[src/rtl/cell_stream_deser.sv]
// Stream-to-flat-packet deserialiser: gathers one tlast-delimited packet of up to NWORDS
// words into a flat register, with optional valid/ready hold and malformed-packet handling.
module cell_stream_deser #(
  parameter            NAME        = "",
  parameter int        DW          = 32,
  parameter int        NWORDS      = 4,
  parameter bit        STROBE_MODE = 1'b1,
  parameter bit        STRICT      = 1'b0,
  localparam int       LW          = $clog2(NWORDS + 1) + 1
) (
  input  logic                 clk,
  input  logic                 rst_n,
  input  logic                 tvalid,
  input  logic                 tlast,
  input  logic [DW-1:0]        tdata,
  output logic                 tready,
  output logic                 out_valid,
  input  logic                 out_ready,
  output logic [NWORDS*DW-1:0] out_data,
  output logic [LW-1:0]        out_len,
  output logic                 out_err,
  output logic [15:0]          pkt_cnt,
  output logic [15:0]          err_cnt
);

  localparam logic [LW-1:0] NW_L  = LW'(NWORDS);
  localparam logic [LW-1:0] SAT_L = LW'(NWORDS + 1);

  logic [NWORDS*DW-1:0] buf_r;
  logic [LW-1:0]        cnt_r;

  logic                 tready_s;
  logic                 beat_s;
  logic [LW-1:0]        len_s;
  logic                 short_s;
  logic                 long_s;
  logic                 bad_s;
  logic                 pub_s;
  logic                 pop_s;
  logic [NWORDS*DW-1:0] merged_s;

  // Input acceptance: only stall the stream while an unconsumed packet is held.
  always_comb begin
    tready_s = 1'b1;
    if (STROBE_MODE) begin
      tready_s = 1'b1;
    end else begin
      tready_s = !out_valid || out_ready;
    end
  end

  assign tready = tready_s;

  // Beat decode, saturating length and the buffer with the current beat merged in.
  always_comb begin
    beat_s = tvalid && tready_s;
    if (cnt_r == SAT_L) begin
      len_s = SAT_L;
    end else begin
      len_s = cnt_r + LW'(1);
    end
    short_s = (len_s < NW_L);
    long_s  = (len_s > NW_L);
    bad_s   = short_s || long_s;
    pub_s   = beat_s && tlast && ((STRICT == 1'b0) || !bad_s);
    pop_s   = out_valid && out_ready;
    merged_s = buf_r;
    // Beats past the last slot never match an index and are dropped here.
    for (int k = 0; k < NWORDS; k++) begin
      if (cnt_r == LW'(k)) begin
        merged_s[k*DW +: DW] = tdata;
      end else begin
        merged_s[k*DW +: DW] = buf_r[k*DW +: DW];
      end
    end
  end

  // Packet assembly, publish registers and counters.
  always_ff @(posedge clk) begin
    if (!rst_n) begin
      buf_r     <= '0;
      cnt_r     <= '0;
      out_valid <= 1'b0;
      out_data  <= '0;
      out_len   <= '0;
      out_err   <= 1'b0;
      pkt_cnt   <= 16'd0;
      err_cnt   <= 16'd0;
    end else begin
      if (beat_s) begin
        if (tlast) begin
          buf_r <= '0;
          cnt_r <= '0;
          if (bad_s && (err_cnt != 16'hFFFF)) begin
            err_cnt <= err_cnt + 16'd1;
          end
        end else begin
          buf_r <= merged_s;
          if (cnt_r != SAT_L) begin
            cnt_r <= cnt_r + LW'(1);
          end
        end
      end

      if (pub_s) begin
        out_data <= merged_s;
        out_len  <= len_s;
        out_err  <= bad_s;
        pkt_cnt  <= pkt_cnt + 16'd1;
      end

      if (STROBE_MODE) begin
        out_valid <= pub_s;
      end else if (pub_s) begin
        out_valid <= 1'b1;
      end else if (pop_s) begin
        out_valid <= 1'b0;
      end else begin
        out_valid <= out_valid;
      end
    end
  end

endmodule

[config.mk]
export PLATFORM = sky130hd
export DESIGN_NAME = cell_stream_deser
export DESIGN_NICKNAME = d
export VERILOG_FILES = /design/src/rtl/cell_stream_deser.sv
export SDC_FILE = /design/constraint.sdc
export NUM_CORES = 1
export LEC_CHECK = 0
export ABC_AREA = 1
export CORE_MARGIN = 8
export CORE_UTILIZATION = 55
export CTS_BUF_LIST = sky130_fd_sc_hd__clkbuf_4
export DETAILED_ROUTE_END_ITERATION = 8
export PLACE_DENSITY = 0.82
export SLEW_MARGIN = 5
export SYNTH_ARGS = -nofsm -noshare
export SYNTH_HDL_FRONTEND = slang
export SYNTH_SLANG_ARGS = --single-unit
[constraint.sdc]
create_clock -name clk -period 5.45 [get_ports clk]
set_clock_uncertainty 0.2 [all_clocks]
set_input_delay 1.3625 -clock clk [delete_from_list [all_inputs] [get_ports clk]]
set_output_delay 1.3625 -clock clk [all_outputs]
set_load 0.01 [all_outputs]
==> results.py, run 1 <==
metrics = {
    "status": {
        "status": "finished, final reports clean",
    },
    "die": {
        "coreArea_um2": 23300,
        "ioPinCount": 204,
        "die-width_um": 169,
        "dieArea_um2": 28600,
        "placementRows": 56,
        "start_util_pct": 55.5,
        "die_h_um": 169,
    },
    "clock_tree": {
        "cts_buffers": 76,
        "hold_buffers": 0,
        "clk_latency_ns": 0.68,
        "htree_levels": 3,
        "cts_setup_buffers": 0,
        "cts_num_sinks": 298,
        "clk_pin_slew_ns": 0.06,
        "cts_root_buf": "clkbuf_4",
        "cts_resized": 0,
        "cts_buffer_depth": 3,
        "cts_tree": "done",
    },
    "timing": {
        "slew_headroom_pct": 22.7,
        "finalSetupViolations": 0,
        "finalSetupTns_ns": 0,
        "period_minus_slack_ns": 3.32,
        "tightest_slew_ns": 1.16,
        "fmaxAchievable_mhz": 301,
        "rsz0062_at_grt": "false",
        "hold_viol_final": 0,
        "period_share_pct": 60.9,
        "slew_viol_final": 0,
    },
    "logic_synthesis": {
        "synth_top_area_share_pct": 46.2,
        "syn_avg_cell_area_um2": 6.82,
        "synthCells": 1895,
        "netlist_area_um2": 12900,
        "synth_largest_area_cell": "dfxtp_1",
        "synthesis.nets": 1939,
        "yosys.cell_types.count": 31,
        "synth-seq-cells": 298,
        "synth.yosys.seq_area_share_pct": 46.2,
        "synth_edf_count": 0,
        "synthArstFlopShare_pct": 0,
        "synth_area_leaders": "dfxtp_1, nand2_1, o21ai_0",
        "synth-warning-count": 0,
        "ys.flop_type": "dfxtp_1",
    },
    "cells_and_area": {
        "fin_cells": 2427,
        "drive_gt1_share_pct": 8.12,
        "n_fill_cell": 2020,
        "final_net_count": 2112,
        "layout_commonest_cell": "nand2_1",
        "area_growth_pct": 22.8,
        "final_cell_mix": "nand2_1, dfxtp_1, nor2_1, o21ai_0, clkdlybuf4s50_1",
    },
    "setup_path": {
        "r2r_end": "out_data[29]",
        "crit_type": "reg -> out",
        "cp_data_required_time_ns": 3.89,
        "start_kind": "flop",
        "r2r-start": "cnt_r[0]",
        "cp.arrival_ns": 1.75,
        "cp_top_family": "buffers and inverters",
        "worstPathMaxFanout": 6,
        "reg2reg_slack_ns": 2.85,
        "critPathMaxStageDelay_ns": 0.61,
        "worstRegToRegCells": 6,
        "crit_chain": "clkdlybuf4s50_1",
        "crit_buf_inv": 1,
        "end_kind": "output pin",
        "cpMaxStageDelayCell": "clkdlybuf4s50_1",
    },
    "routing": {
        "drt_iter0_drc": 1104,
        "vias": 12500,
        "dr.pass1.iters": 7,
        "antenna_left": 0,
        "wire_per_inst_um": 14.7,
        "drt_wl_total_um": 35600,
        "viasPerCell": 5.17,
        "route.detailed.drc": 0,
    },
    "pwr": {
        "p_leak_nw": 6.72,
        "power_mw": 4.67,
        "pwr_density_cell_nw_per_um2": 294,
        "irDropWorstVdd_mv": 0.184,
    },
    "worst_hold_path": {
        "min_path_cells": 2,
        "min_to": "buf_r[6]",
        "hold_start": "buf_r[6]",
        "hold_class": "reg -> reg",
    },
    "placement": {
        "dp_hpwl_um": 22600,
        "routabilityCongestion": 0.886,
        "port-buffer-count": 201,
        "dp.cells": 2309,
    },
    "global_route": {
        "grt_pass1_wl_um": 57100,
        "grt_start_max_net_pins": 126,
        "first_global_vias": 11800,
        "antenna_found_initial": 1,
        "track_usage_pct": 24.1,
        "grt_remaining_overflow": 0,
    },
    "run": {
        "drv_cap": 0,
    },
}
synthesized netlist by cell type, types with 4 or more instances:
master and number:
nor2_1 292, nand3_1 35, buf_4 4, nor3_1 7
ha_1 7, nand2_2 16, dfxtp_1 298, xor2_1 5
o21ai_1 16, a21oi_1 150, buf_2 33, nand2_1 455
inv_1 198, o21ai_0 254, inv_2 4, nor2_2 4
a21oi_2 10, clkbuf_1 77, nand4_1 12
power breakdown:
part	internal (mW)	leakage, nW	total (mW)	switching [mW]
clock	0.989	0.543	1.84	0.853
combinational	0.209	3.75	0.526	0.317
sequential	2.26	2.43	2.30	0.0464
total	3.45	6.72	4.67	1.22
registers in the layout (all words and copies together) (netlist names):
| register | cells |
|---|---|
| buf_r | 128 |
| cnt_r | 4 |
| err_cnt | 16 |
| out_data | 128 |
| out_err | 1 |
| out_len | 4 |
| out_valid | 1 |
| pkt_cnt | 16 |
per-layer routing:
| layer | part of all wire, % | track usage (%) | vias to the layer above |
|---|---|---|---|
| met3 | 7.9 | 6.91 | 100 |
| met4 | 4.1 | 12.4 | 0 |
| met5 | 0 | 0 | - |
| li1 | - | - | 6324 |
| met1 | 39 | 26.4 | 5715 |
| met2 | 49 | 42.1 | 404 |
cells by family (layout without fill, tap and decap cells):
family | count (synthesis) | in the layout | share of synthesized area, %
buffers and inverters | 321 | 532 | 9.95
XOR/XNOR | 6 | 6 | 0.407
adder cells (fa/ha/maj) | 7 | 7 | 0.678
other | 1 | 3 | 0.0290
AND/OR/NAND/NOR | 830 | 830 | 25.7
AO/OA/AOI/OAI | 432 | 432 | 17.1
flip-flops | 298 | 298 | 46.2
how the worst max path moves through the flow:
stage	start	end	slack, ns	depth (start not counted)
6_report	err_cnt[12]	err_cnt[12]	2.13	1
5_1_grt	err_cnt[9]	err_cnt[9]	2.05	1
4_1_cts	err_cnt[5]	err_cnt[5]	2.08	1
3_5_place_dp	tvalid	buf_r[16]	1.63	6
3_3_place_gp	tvalid	buf_r[14]	1.63	6
2_1_floorplan	tlast	out_data[62]	2.84	9
cell type report:
cell class                 count  area (um^2)  share of cell area (%)
clock buffer                 108          811                    5.11
multi-input combinational   1276         5680                    35.8
inverter                     202          771                    4.86
sequential                   298         5970                    37.6
tap                          319          399                    2.52
antenna                        2         5.00                  0.0315
timing repair buffer         214         2150                    13.5
clock inverter                 8         82.6                   0.521
metrics by stage:
| step | hold WS, ns | util (%) | setup slack (ns) | cell area [um^2] |
|---|---|---|---|---|
| floorplan | 0.245 | - | 2.84 | 12900 |
| global placement | 0.251 | 64.3 | 1.63 | 15000 |
| detailed placement | 0.255 | 64.3 | 1.63 | 15000 |
| CTS | 0.265 | 68.2 | 2.08 | 15900 |
| global route | 0.275 | 68.2 | 2.05 | 15900 |
| finish | 0.263 | 68.2 | 2.13 | 15900 |
(Power assumes the default switching activity.)
==> inputs of run 2 (changes only) <==
Clock period 5.45 ns to 3.2 ns, I/O delays scaled along.
==> results.py, run 2 (synthesis gave the netlist of run 1 again) <==
metrics = {
    "status": {
        "status": "finished, final reports clean",
    },
    "clock_tree": {
        "cts_buffer_depth": 3,
        "cts_num_sinks": 298,
        "cts_setup_buffers": 0,
        "hold_buffers": 0,
        "clk_latency_ns": 0.70,
        "cts_buffers": 78,
        "htree_levels": 3,
        "cts_tree": "done",
        "clk_pin_slew_ns": 0.07,
        "cts_root_buf": "clkbuf_4",
        "cts_resized": 0,
    },
    "setup_path": {
        "cpMaxStageDelayCell": "clkdlybuf4s50_1",
        "end_kind": "output pin",
        "cp_top_family": "buffers and inverters",
        "start_kind": "flop",
        "reg2reg_slack_ns": 0.85,
        "cp.arrival_ns": 1.84,
        "crit_type": "reg -> out",
        "worstPathMaxFanout": 6,
        "critPathMaxStageDelay_ns": 0.61,
        "crit_chain": "clkdlybuf4s50_1",
        "cp_data_required_time_ns": 2.20,
        "crit_buf_inv": 1,
    },
    "pwr": {
        "power.internal_mw": 6.12,
        "pwr-share-seq_pct": 47.3,
        "comb_power_share_pct": 11.3,
        "p_leak_nw": 6.91,
        "swShare_pct": 26.1,
        "power_mw": 8.28,
        "p_clk_share_pct": 41.3,
        "power_switching_mw": 2.16,
        "irDropWorstVdd_mv": 0.332,
        "pwr_density_cell_nw_per_um2": 509,
    },
    "routing": {
        "viasPerCell": 5.15,
        "vias": 12700,
        "antenna_left": 0,
        "drt_wl_total_um": 36000,
        "dr.pass1.iters": 7,
        "drt_iter0_drc": 963,
        "wire_per_inst_um": 14.6,
        "route.detailed.drc": 0,
    },
    "cells_and_area": {
        "top_regs": "buf_r: 128 flops, out_data: 128 flops",
        "layout_commonest_cell": "nand2_1",
        "area_growth_pct": 25.9,
        "final_net_count": 2131,
        "seq_area_um2": 5970,
        "final_cell_mix": "nand2_1, dfxtp_1, nor2_1, o21ai_0, clkdlybuf4s50_1",
        "n_fill_cell": 1933,
        "drive_gt1_share_pct": 9.26,
        "multi_input_area_um2": 5680,
        "final_cell_area_um2": 16300,
    },
    "placement": {
        "port-buffer-count": 201,
        "placed_area_um2": 15200,
        "dp_hpwl_um": 23700,
        "place_ws_ns": 0.354,
        "routabilityCongestion": 0.838,
    },
    "run": {
        "drv_cap": 0,
    },
    "die": {
        "placementRows": 56,
        "coreArea_um2": 23300,
        "die_h_um": 169,
        "ioPinCount": 204,
        "dieArea_um2": 28600,
        "start_util_pct": 55.5,
        "die-width_um": 169,
    },
    "timing": {
        "rsz0062_at_grt": "false",
        "hold_slack_ns": 0.263,
        "period_share_pct": 88.8,
        "fmaxAchievable_mhz": 352,
        "hold_viol_final": 0,
        "slew_headroom_pct": 59.7,
        "finalSetupTns_ns": 0,
        "period_minus_slack_ns": 2.84,
        "finalSetupViolations": 0,
        "postLayoutSetupSlackWorst_ns": 0.357,
        "slew_viol_final": 0,
        "tightest_slew_ns": 0.603,
    },
    "global_route": {
        "antenna_found_initial": 1,
        "grt_pass1_wl_um": 57200,
        "grt_remaining_overflow": 0,
        "track_usage_pct": 24.3,
        "grt_start_max_net_pins": 77,
        "first_global_vias": 11700,
    },
    "worst_hold_path": {
        "hold_class": "reg -> reg",
    },
}
==> run 2: stage by stage <==
step / utilization, % / cells
4_1_cts: 69.9 / 2458
2_1_floorplan: - / 1895
3_5_place_dp: 65.5 / 2326
3_3_place_gp: 65.5 / 2326
6_report: 69.9 / 2460
5_1_grt: 69.9 / 2460
==> run 2: power groups by stage <==
stage / combinational, mW / sequential, mW / clock [mW]
final: 0.937 / 3.92 / 3.42
after global placement: 0.920 / 4.00 / 0
after global routing: 1.03 / 3.93 / 3.70
after detailed placement: 0.938 / 4.00 / 0
after CTS: 0.944 / 3.92 / 3.50
after floorplan: 0.448 / 4.04 / 0
==> run 2: worst register-to-register path: cells and delay by family (launching register included) <==
family	cells	cell delay (ns)
and+or+nand+nor	7	1.05
DFF	1	0.47
adders and majority gates	1	0.32
buffers and inverters	2	0.20
==> run 2: area by class of cell <==
cell class,count,share of cell area [%]
clock buffers,116,5.36
well taps,319,2.45
inverters,202,4.74
diodes,2,0.0308
multi-input cells,1276,34.9
clock inverters,16,0.877
flip-flops and latches,298,36.7
repair buffers,231,14.9
==> run 2: final timing paths <==
check,cells past startpoint,end,startpoint
setup / recovery,1,err_cnt[12],err_cnt[12]
hold / removal,2,buf_r[37],buf_r[37]
setup reg to reg,10,err_cnt[1],err_cnt[0]
hold reg to reg,2,buf_r[37],buf_r[37]
==> run 2: layer usage <==
metal	up-vias	part of all wire (%)	global-route usage [%]
li1	6366	-	-
met1	5760	40	27.0
met2	444	48	41.5
met3	93	8.0	6.93
met4	0	4.3	13.3
met5	-	0	0
